[config.mk]
export PLATFORM = sky130hd
export DESIGN_NAME = video_timing_gen_flat
export DESIGN_NICKNAME = d
export VERILOG_FILES = /design/src/rtl/video_timing_gen_if.sv /design/src/rtl/video_timing_gen.sv /design/src/flat_wrapper.sv
export SDC_FILE = /design/constraint.sdc
export NUM_CORES = 1
export LEC_CHECK = 0
export CORE_MARGIN = 2
export CORE_UTILIZATION = 54
export DETAILED_ROUTE_END_ITERATION = 10
export PLACE_DENSITY = 0.78
export SLEW_MARGIN = 20
export SYNTH_ARGS = -nofsm -noshare
export SYNTH_HDL_FRONTEND = slang
export SYNTH_SLANG_ARGS = --single-unit
[constraint.sdc]
create_clock -name clk -period 2.4 [get_ports clk]
set_input_delay 0.48 -clock clk [delete_from_list [all_inputs] [get_ports clk]]
set_output_delay 0.48 -clock clk [all_outputs]
set_load 0.1 [all_outputs]
[src/rtl/video_timing_gen_if.sv]
// Video timing bus: pixel enable and pattern select in, sync/position/RGB out.
// The generator takes the master side and the TMDS path takes the slave side.
interface video_timing_gen_if #(
    parameter int CW = 12
);
    logic          ce;
    logic [1:0]    mode;
    logic          hsync;
    logic          vsync;
    logic          de;
    logic [CW-1:0] x;
    logic [CW-1:0] y;
    logic          line_start;
    logic          frame_start;
    logic [7:0]    red;
    logic [7:0]    green;
    logic [7:0]    blue;

    modport master (
        input  ce, mode,
        output hsync, vsync, de, x, y, line_start, frame_start, red, green, blue
    );

    modport slave (
        output ce, mode,
        input  hsync, vsync, de, x, y, line_start, frame_start, red, green, blue
    );
endinterface

[src/rtl/video_timing_gen.sv]
// Progressive-mode video timing generator with built-in test patterns.
// Outputs are registered one clk behind the h/v counter state.
module video_timing_gen #(
    parameter int H_ACTIVE = 640,
    parameter int H_FP     = 16,
    parameter int H_SYNC   = 96,
    parameter int H_BP     = 48,
    parameter int V_ACTIVE = 480,
    parameter int V_FP     = 10,
    parameter int V_SYNC   = 2,
    parameter int V_BP     = 33,
    parameter bit HS_POL   = 1'b1,
    parameter bit VS_POL   = 1'b1,
    parameter int CW       = 12
) (
    input  logic                clk,
    input  logic                rst_n,
    video_timing_gen_if.master  vif
);
    localparam int H_TOTAL = H_ACTIVE + H_FP + H_SYNC + H_BP;
    localparam int V_TOTAL = V_ACTIVE + V_FP + V_SYNC + V_BP;

    localparam logic [CW-1:0] H_LAST   = CW'(H_TOTAL - 1);
    localparam logic [CW-1:0] V_LAST   = CW'(V_TOTAL - 1);
    localparam logic [CW-1:0] H_ACT    = CW'(H_ACTIVE);
    localparam logic [CW-1:0] V_ACT    = CW'(V_ACTIVE);
    localparam logic [CW-1:0] HS_BEG   = CW'(H_ACTIVE + H_FP);
    localparam logic [CW-1:0] HS_END   = CW'(H_ACTIVE + H_FP + H_SYNC);
    localparam logic [CW-1:0] VS_BEG   = CW'(V_ACTIVE + V_FP);
    localparam logic [CW-1:0] VS_END   = CW'(V_ACTIVE + V_FP + V_SYNC);
    localparam logic [CW-1:0] BAR_LAST = CW'(H_ACTIVE / 8 - 1);

    logic [CW-1:0] h_q, h_d, v_q, v_d;
    logic [CW-1:0] bar_cnt_q, bar_cnt_d;
    logic [2:0]    bar_idx_q, bar_idx_d;
    logic [1:0]    mode_q, mode_d;
    logic          hsync_q, hsync_d, vsync_q, vsync_d, de_q, de_d;
    logic [CW-1:0] x_q, x_d, y_q, y_d;
    logic          line_start_q, line_start_d, frame_start_q, frame_start_d;
    logic [7:0]    red_q, red_d, green_q, green_d, blue_q, blue_d;
    logic          last_h, last_v, active;

    always_comb begin
        h_d           = h_q;
        v_d           = v_q;
        bar_cnt_d     = bar_cnt_q;
        bar_idx_d     = bar_idx_q;
        mode_d        = mode_q;
        hsync_d       = hsync_q;
        vsync_d       = vsync_q;
        de_d          = de_q;
        x_d           = x_q;
        y_d           = y_q;
        line_start_d  = line_start_q;
        frame_start_d = frame_start_q;
        red_d         = red_q;
        green_d       = green_q;
        blue_d        = blue_q;
        last_h        = (h_q == H_LAST);
        last_v        = (v_q == V_LAST);
        active        = (h_q < H_ACT) && (v_q < V_ACT);

        if (vif.ce) begin
            h_d = last_h ? '0 : h_q + CW'(1);
            if (last_h)
                v_d = last_v ? '0 : v_q + CW'(1);
            // Pattern only switches on the last pixel of a frame so no frame tears.
            if (last_h && last_v)
                mode_d = vif.mode;

            // Bar counter tracks h so the bar index needs no divider.
            if (last_h) begin
                bar_cnt_d = '0;
                bar_idx_d = '0;
            end else if (bar_cnt_q == BAR_LAST) begin
                bar_cnt_d = '0;
                bar_idx_d = bar_idx_q + 3'd1;
            end else begin
                bar_cnt_d = bar_cnt_q + CW'(1);
            end

            hsync_d       = ((h_q >= HS_BEG) && (h_q < HS_END)) ? HS_POL : ~HS_POL;
            vsync_d       = ((v_q >= VS_BEG) && (v_q < VS_END)) ? VS_POL : ~VS_POL;
            de_d          = active;
            x_d           = h_q;
            y_d           = v_q;
            line_start_d  = (h_q == '0);
            frame_start_d = (h_q == '0) && (v_q == '0);

            red_d   = 8'h00;
            green_d = 8'h00;
            blue_d  = 8'h00;
            if (active) begin
                case (mode_q)
                    2'd0: begin
                        red_d   = h_q[7:0];
                        green_d = v_q[7:0];
                        blue_d  = h_q[7:0] ^ v_q[7:0];
                    end
                    // Bar order white..black maps each channel onto one index bit.
                    2'd1: begin
                        red_d   = {8{~bar_idx_q[1]}};
                        green_d = {8{~bar_idx_q[2]}};
                        blue_d  = {8{~bar_idx_q[0]}};
                    end
                    2'd2: begin
                        red_d   = 8'h80;
                        green_d = 8'h80;
                        blue_d  = 8'h80;
                    end
                    default: begin
                        red_d   = {8{h_q[4] ^ v_q[4]}};
                        green_d = {8{h_q[4] ^ v_q[4]}};
                        blue_d  = {8{h_q[4] ^ v_q[4]}};
                    end
                endcase
            end
        end
    end

    always_ff @(posedge clk or negedge rst_n) begin
        if (!rst_n) begin
            h_q           <= '0;
            v_q           <= '0;
            bar_cnt_q     <= '0;
            bar_idx_q     <= '0;
            mode_q        <= '0;
            hsync_q       <= ~HS_POL;
            vsync_q       <= ~VS_POL;
            de_q          <= 1'b0;
            x_q           <= '0;
            y_q           <= '0;
            line_start_q  <= 1'b0;
            frame_start_q <= 1'b0;
            red_q         <= '0;
            green_q       <= '0;
            blue_q        <= '0;
        end else begin
            h_q           <= h_d;
            v_q           <= v_d;
            bar_cnt_q     <= bar_cnt_d;
            bar_idx_q     <= bar_idx_d;
            mode_q        <= mode_d;
            hsync_q       <= hsync_d;
            vsync_q       <= vsync_d;
            de_q          <= de_d;
            x_q           <= x_d;
            y_q           <= y_d;
            line_start_q  <= line_start_d;
            frame_start_q <= frame_start_d;
            red_q         <= red_d;
            green_q       <= green_d;
            blue_q        <= blue_d;
        end
    end

    assign vif.hsync       = hsync_q;
    assign vif.vsync       = vsync_q;
    assign vif.de          = de_q;
    assign vif.x           = x_q;
    assign vif.y           = y_q;
    assign vif.line_start  = line_start_q;
    assign vif.frame_start = frame_start_q;
    assign vif.red         = red_q;
    assign vif.green       = green_q;
    assign vif.blue        = blue_q;
endmodule

[src/flat_wrapper.sv]
// flat-port wrapper written by rule: the top's interface ports become plain ports
module video_timing_gen_flat 
#(
    parameter int H_ACTIVE = 640,
    parameter int H_FP     = 16,
    parameter int H_SYNC   = 96,
    parameter int H_BP     = 48,
    parameter int V_ACTIVE = 480,
    parameter int V_FP     = 10,
    parameter int V_SYNC   = 2,
    parameter int V_BP     = 33,
    parameter bit HS_POL   = 1'b1,
    parameter bit VS_POL   = 1'b1,
    parameter int CW       = 12
)
  (clk, rst_n, vif_ce, vif_mode, vif_hsync, vif_vsync, vif_de, vif_x, vif_y, vif_line_start, vif_frame_start, vif_red, vif_green, vif_blue);
  video_timing_gen_if #(.CW(CW)) vif_i ();
  input  logic clk;
  input  logic rst_n;
  input wire logic [$bits(vif_i.ce)-1:0] vif_ce;
  input wire logic [$bits(vif_i.mode)-1:0] vif_mode;
  output wire logic [$bits(vif_i.hsync)-1:0] vif_hsync;
  output wire logic [$bits(vif_i.vsync)-1:0] vif_vsync;
  output wire logic [$bits(vif_i.de)-1:0] vif_de;
  output wire logic [$bits(vif_i.x)-1:0] vif_x;
  output wire logic [$bits(vif_i.y)-1:0] vif_y;
  output wire logic [$bits(vif_i.line_start)-1:0] vif_line_start;
  output wire logic [$bits(vif_i.frame_start)-1:0] vif_frame_start;
  output wire logic [$bits(vif_i.red)-1:0] vif_red;
  output wire logic [$bits(vif_i.green)-1:0] vif_green;
  output wire logic [$bits(vif_i.blue)-1:0] vif_blue;
  assign vif_i.ce = vif_ce;
  assign vif_i.mode = vif_mode;
  assign vif_hsync = vif_i.hsync;
  assign vif_vsync = vif_i.vsync;
  assign vif_de = vif_i.de;
  assign vif_x = vif_i.x;
  assign vif_y = vif_i.y;
  assign vif_line_start = vif_i.line_start;
  assign vif_frame_start = vif_i.frame_start;
  assign vif_red = vif_i.red;
  assign vif_green = vif_i.green;
  assign vif_blue = vif_i.blue;
  video_timing_gen #(.H_ACTIVE(H_ACTIVE), .H_FP(H_FP), .H_SYNC(H_SYNC), .H_BP(H_BP), .V_ACTIVE(V_ACTIVE), .V_FP(V_FP), .V_SYNC(V_SYNC), .V_BP(V_BP), .HS_POL(HS_POL), .VS_POL(VS_POL), .CW(CW)) u_core (.clk(clk), .rst_n(rst_n), .vif(vif_i));
endmodule
# == Yosys cells after proc, flatten, opt, wreduce, memory -nomap -nowiden ==
# Cells that the tools add are included.
# totals
ff_bits,94
in_bits,5
out_inout_bits,53
word_cells,61
# classes
add_sub_neg,4
order_cmp,6
eq_ne,5
muxes,14
n_bitwise,5
n_reduce_logical,12
# ops
operator,count
$pmux 8 s3,3
$mux 12,4
$add 12x1->12 const B,3
$eq 12x10->1 const B,2
$logic_not 12->1,2
$lt 12x10->1 const B,2
$lt 12x9->1 const B,2
$mux 8,3
$eq 12x7->1 const B,1
$ge 12x10->1 const B,1
$ge 12x9->1 const B,1
$xor 8x8->8,1
$mux 3,2
$reduce_and 2->1,3
$logic_and 1x1->1,5
$add 3x1->3 const B,1
$not 1->1,3
$eq 2x1->1 const B,1
$eq 2x2->1 const B,1
$logic_not 2->1,1
$mux 1,2
$reduce_bool 2->1,1
$xor 1x1->1,1

# == Depth between registers and ports, before layout ==
# depth
depth_word,3
depth_mapped,7
ltp_nobuf,5

# == Least setup slack after synthesis ==
# Ideal clock, no wire load.
# synth_path
path_kind,flip-flop to flip-flop
from,reg u_core.h_q[5]
to,reg u_core.mode_q[0]
arrival_ns,2.051
t_required_ns,2.275
slack_ns,0.224
stages_incl_launch_ff,8
path_buffers,3
synth_period_minus_slack_ns,2.176
path_cell_list,dfrtp_1 > buf_6 > or3_4 > buf_6 > or4_4 > buf_6 > nor2_2 > mux2_2
# synth_via
elab_chain_cells,3
# synth_lines
item,line_no,source
"start, declared",video_timing_gen.sv:33,"logic [CW-1:0] h_q, h_d, v_q, v_d;"
"start signal, assigned",video_timing_gen.sv:123,h_q <= '0;
"start signal, assigned",video_timing_gen.sv:139,h_q <= h_d;
$eq 12x10->1,video_timing_gen.sv:59,last_h = (h_q == H_LAST);
$logic_and 1x1->1,video_timing_gen.sv:68,if (last_h && last_v)
$reduce_and 2->1 (no line),-,
"end signal, assigned",video_timing_gen.sv:143,mode_q <= mode_d;
"end, declared",video_timing_gen.sv:36,"logic [1:0] mode_q, mode_d;"
# No other way between the ends.
# A chain may end at the register's enable or synchronous reset.

# == Worst setup path after layout ==
# layout_path
from,reg u_core.h_q[0]
to,reg u_core.bar_cnt_q[8]
# layout_via
elab_chain_cells,2
# layout_lines
item,line_no,source
$eq 12x10->1,video_timing_gen.sv:59,
$mux 12,video_timing_gen.sv:72,if (last_h) begin
"end signal, assigned",video_timing_gen.sv:141,bar_cnt_q <= bar_cnt_d;
"end, declared",video_timing_gen.sv:34,"logic [CW-1:0] bar_cnt_q, bar_cnt_d;"
# No other way between the ends.

==> results.py <==
metrics = {
    "outcome": {
        "outcome": "completed",
    },
    "sta": {
        "worst_slack_ps": 224.8,
        "fin_skew_ps": 7.594,
        "tightest_slew_ps": 681.7,
        "fin_crit_ps": 2175,
        "drv_slew": 0,
        "period_share_pct": 90.63,
        "fmax_mhz": 459.7,
        "finalSetupViolations": 0,
        "rsz0062_at_grt": "false",
        "slew_headroom_pct": 53.38,
        "hold_viol": 0,
        "timing.setup.tns_ps": 0,
    },
    "logic_synthesis": {
        "synth_area_um2": 4491,
        "ys_ff_latch": 94,
        "yosys-top-cells-area": "dfrtp_1 (52%), mux2_2 (6.5%), o2bb2ai_1 (5.3%)",
        "async_reset_ff_share_pct": 100.0,
        "yosysTopAreaCell": "dfrtp_1",
        "ys_types": 47,
        "syn-num-nets": 431,
        "synth_seq_area_share_pct": 52.38,
        "netlist.area_leader.share_pct": 52.38,
        "avgSynthCellArea_um2": 10.69,
        "synth_warnings": 0,
        "synth-edff-count": 0,
        "ys.flop_type": "dfrtp_1",
        "syn-instance-count": 420,
    },
    "placed_design": {
        "port_buffers": 57,
        "place_congestion": 0.8663,
        "place_ws_ps": 197.9,
        "dp_hpwl_um": 6716,
        "place_inst": 568,
    },
    "clock_network": {
        "cts_buffers": 9,
        "post_cts_resized": 0,
        "clk_path_buf_depth": 2,
        "hold_buffers": 0,
        "cts_tree": "yes",
        "cts_sinks": 94,
        "clkTransAtPathRegs_ps": 90,
        "ctsHtreeMaxLevel": 3,
        "clock_latency_ps": 350,
        "cts_root_buffer": "clkbuf_8",
        "postCtsSetupBuffers": 0,
    },
    "cells_and_area": {
        "fin_util_pct": 64.56,
        "syn_to_final_growth_pct": 16.94,
        "nets": 485,
        "fillCellCount": 620,
        "drive_gt1_share_pct": 25.47,
        "final_cells": 584,
        "antenna_cells": 0,
    },
    "drt": {
        "drtIter0Drc": 303,
        "first_pass_iters": 5,
        "routed_wl_um": 9865,
        "via_per_inst": 5.901,
        "vias": 3446,
        "wire_per_inst_um": 16.89,
        "drc_errors": 0,
        "drtAntennaViolNets": 0,
    },
    "run": {
        "maxCapViolCount": 0,
    },
    "global_routing": {
        "grt_pass1_wl_um": 16390,
        "grt_pass1_vias": 3285,
        "gr-usage-all-layers_pct": 23.14,
        "grt_overflow": 0,
        "busiest_layer": "met2",
        "grt_max_degree": 95,
        "grt_use_met2_pct": 35.92,
        "grt_use_met3_pct": 2.767,
        "met1_usage_pct": 33.86,
        "antenna_found_initial": 0,
    },
    "floorplanning": {
        "coreArea_um2": 8134,
        "die_w_um": 95.19,
        "die_area_um2": 9061,
        "ios": 58,
        "rows": 33,
        "die_h_um": 95.19,
        "start_util_pct": 55.21,
    },
    "worst_hold_path": {
        "hold_path.class": "in -> async",
    },
    "worst_setup_path": {
        "critical_path_class": "reg -> reg",
        "timing.critical_path.from_type": "flip-flop",
        "reg2reg_depth": 6,
        "rrSetupSlack_ps": 220,
        "worstSetupEndpointType": "flip-flop",
        "critPathMaxFanout": 8,
        "worstPathRequired_ps": 2610,
        "r2r-start": "u_core.h_q[0]$_DFFE_PN0P_",
        "arrival_ps": 2380,
        "regToRegEndpoint": "u_core.bar_cnt_q[8]$_DFFE_PN0P_",
    },
    "power_and_ir_drop": {
        "leakage_nw": 2.426,
        "ir_drop_v": 0.0003588,
        "power_density_nw_per_um2": 802.0,
    },
}
[cell type report]
type	count	area, µm²	share of cell area [%]
Clock buffer	11	131.4	2.502
Clock inverter	5	58.81	1.120
Inverter	14	52.55	1.001
Multi-Input combinational cell	280	1933	36.81
Sequential cell	94	2354	44.82
Tap cell	105	131.4	2.502
Timing Repair Buffer	75	590.6	11.25
[flip-flops by register name, indices dropped and copies added, names as in the netlist, 2 cells and up]
name              cells
u_core.vif.y         12
u_core.bar_idx_q      3
u_core.vif.x         12
u_core.v_q           12
u_core.vif.blue       8
u_core.mode_q         2
u_core.vif.red        8
u_core.bar_cnt_q     12
u_core.h_q           12
u_core.vif.green      8
[kinds of logic (layout without fill, tap and decap cells)]
family                   Yosys count  in the layout  synth area share [%]
flip-flops                        94             94                 52.38
multiplexers                      33             33                 8.080
buffers and inverters             46            105                 4.570
adder cells (fa/ha/maj)            6              6                 1.672
AND/OR/NAND/NOR                  126            126                 15.16
AO/OA/AOI/OAI                     92             92                 13.65
XOR/XNOR                          23             23                 4.486
[report_power, final]
part	internal [mW]	total [mW]	switching (mW)
Sequential	1.74	1.89	0.144
Combinational	0.368	1.29	0.917
Clock	0.485	1.04	0.554
Total	2.60	4.21	1.62
[critical path: stages, from the launching register on]
cell	delay (ps)
dfrtp_2	460
ha_1	220
nand4_1	180
buf_4	210
or4_1	650
nand3_1	180
o311ai_0	140
[stage by stage]
stage          instance area (µm²)  power [mW]  hold slack [ps]
4_1_cts                       5250       4.228            186.5
3_3_place_gp                  5060       3.180            471.8
2_1_floorplan                 4491       2.864            184.4
3_5_place_dp                  5060       3.201            476.3
6_report                      5251       4.211            165.3
5_1_grt                       5251       4.405            207.2
[per-layer routing]
metal	vias to the layer above	wire, µm
met5	-	0
met4	0	131
met3	11	403
met2	89	4653
met1	1718	4678
li1	1628	-
[cells in the mapped netlist (2+ instances only)]
cell type and count:
dfrtp_1 94, a21oi_1 34, o2bb2ai_1 27, mux2_2 26
nand2_1 24, clkbuf_1 21, nand3_1 20, nor2_1 18
nand4_1 16, o21ai_0 15, inv_1 13, xor2_1 13
nor3_1 10, xnor2_1 10, nor4_1 8, and3_1 7
mux2i_1 7, ha_1 6, or3_1 6, buf_2 5
buf_6 3, o41ai_1 3, a21boi_0 2, a21boi_1 2
a21o_1 2, and4_1 2, buf_1 2, nand2b_1 2
o311ai_0 2, or2_2 2, or4_1 2
[worst max path at each step]
| stage | slack (ps) | endpoint | depth (start not counted) | from |
|---|---|---|---|---|
| 2_1_floorplan | 220 | u_core.mode_q[0]$_DFFE_PN0P_ | 7 | u_core.h_q[5]$_DFFE_PN0P_ |
| 3_3_place_gp | 240 | u_core.bar_cnt_q[8]$_DFFE_PN0P_ | 6 | u_core.h_q[0]$_DFFE_PN0P_ |
| 3_5_place_dp | 200 | u_core.bar_cnt_q[8]$_DFFE_PN0P_ | 6 | u_core.h_q[0]$_DFFE_PN0P_ |
| 4_1_cts | 160 | u_core.bar_cnt_q[8]$_DFFE_PN0P_ | 6 | u_core.h_q[0]$_DFFE_PN0P_ |
| 5_1_grt | 80 | u_core.bar_cnt_q[8]$_DFFE_PN0P_ | 6 | u_core.h_q[0]$_DFFE_PN0P_ |
| 6_report | 220 | u_core.bar_cnt_q[8]$_DFFE_PN0P_ | 6 | u_core.h_q[0]$_DFFE_PN0P_ |
[cell usage in the layout, fill, tap and decap left out, drive strengths merged, types with 2 or more instances in the layout]
| cell | count |
|---|---|
| or2 | 2 |
| a21oi | 34 |
| a21boi | 4 |
| xor2 | 13 |
| ha | 6 |
| xnor2 | 10 |
| and3 | 7 |
| nand3 | 20 |
| o2bb2ai | 27 |
| or4 | 3 |
| or3 | 7 |
| dfrtp | 94 |
| nor3 | 10 |
| mux2i | 7 |
| a21o | 2 |
| clkdlybuf4s50 | 2 |
| mux2 | 26 |
| inv | 15 |
| nor2 | 19 |
| o311ai | 2 |
| nand2 | 24 |
| nand4 | 16 |
| o41ai | 3 |
| and4 | 2 |
| clkbuf | 11 |
| nor4 | 9 |
| nand2b | 2 |
| o21ai | 15 |
| clkinvlp | 2 |
| buf | 73 |
(Power assumes the default switching activity.)
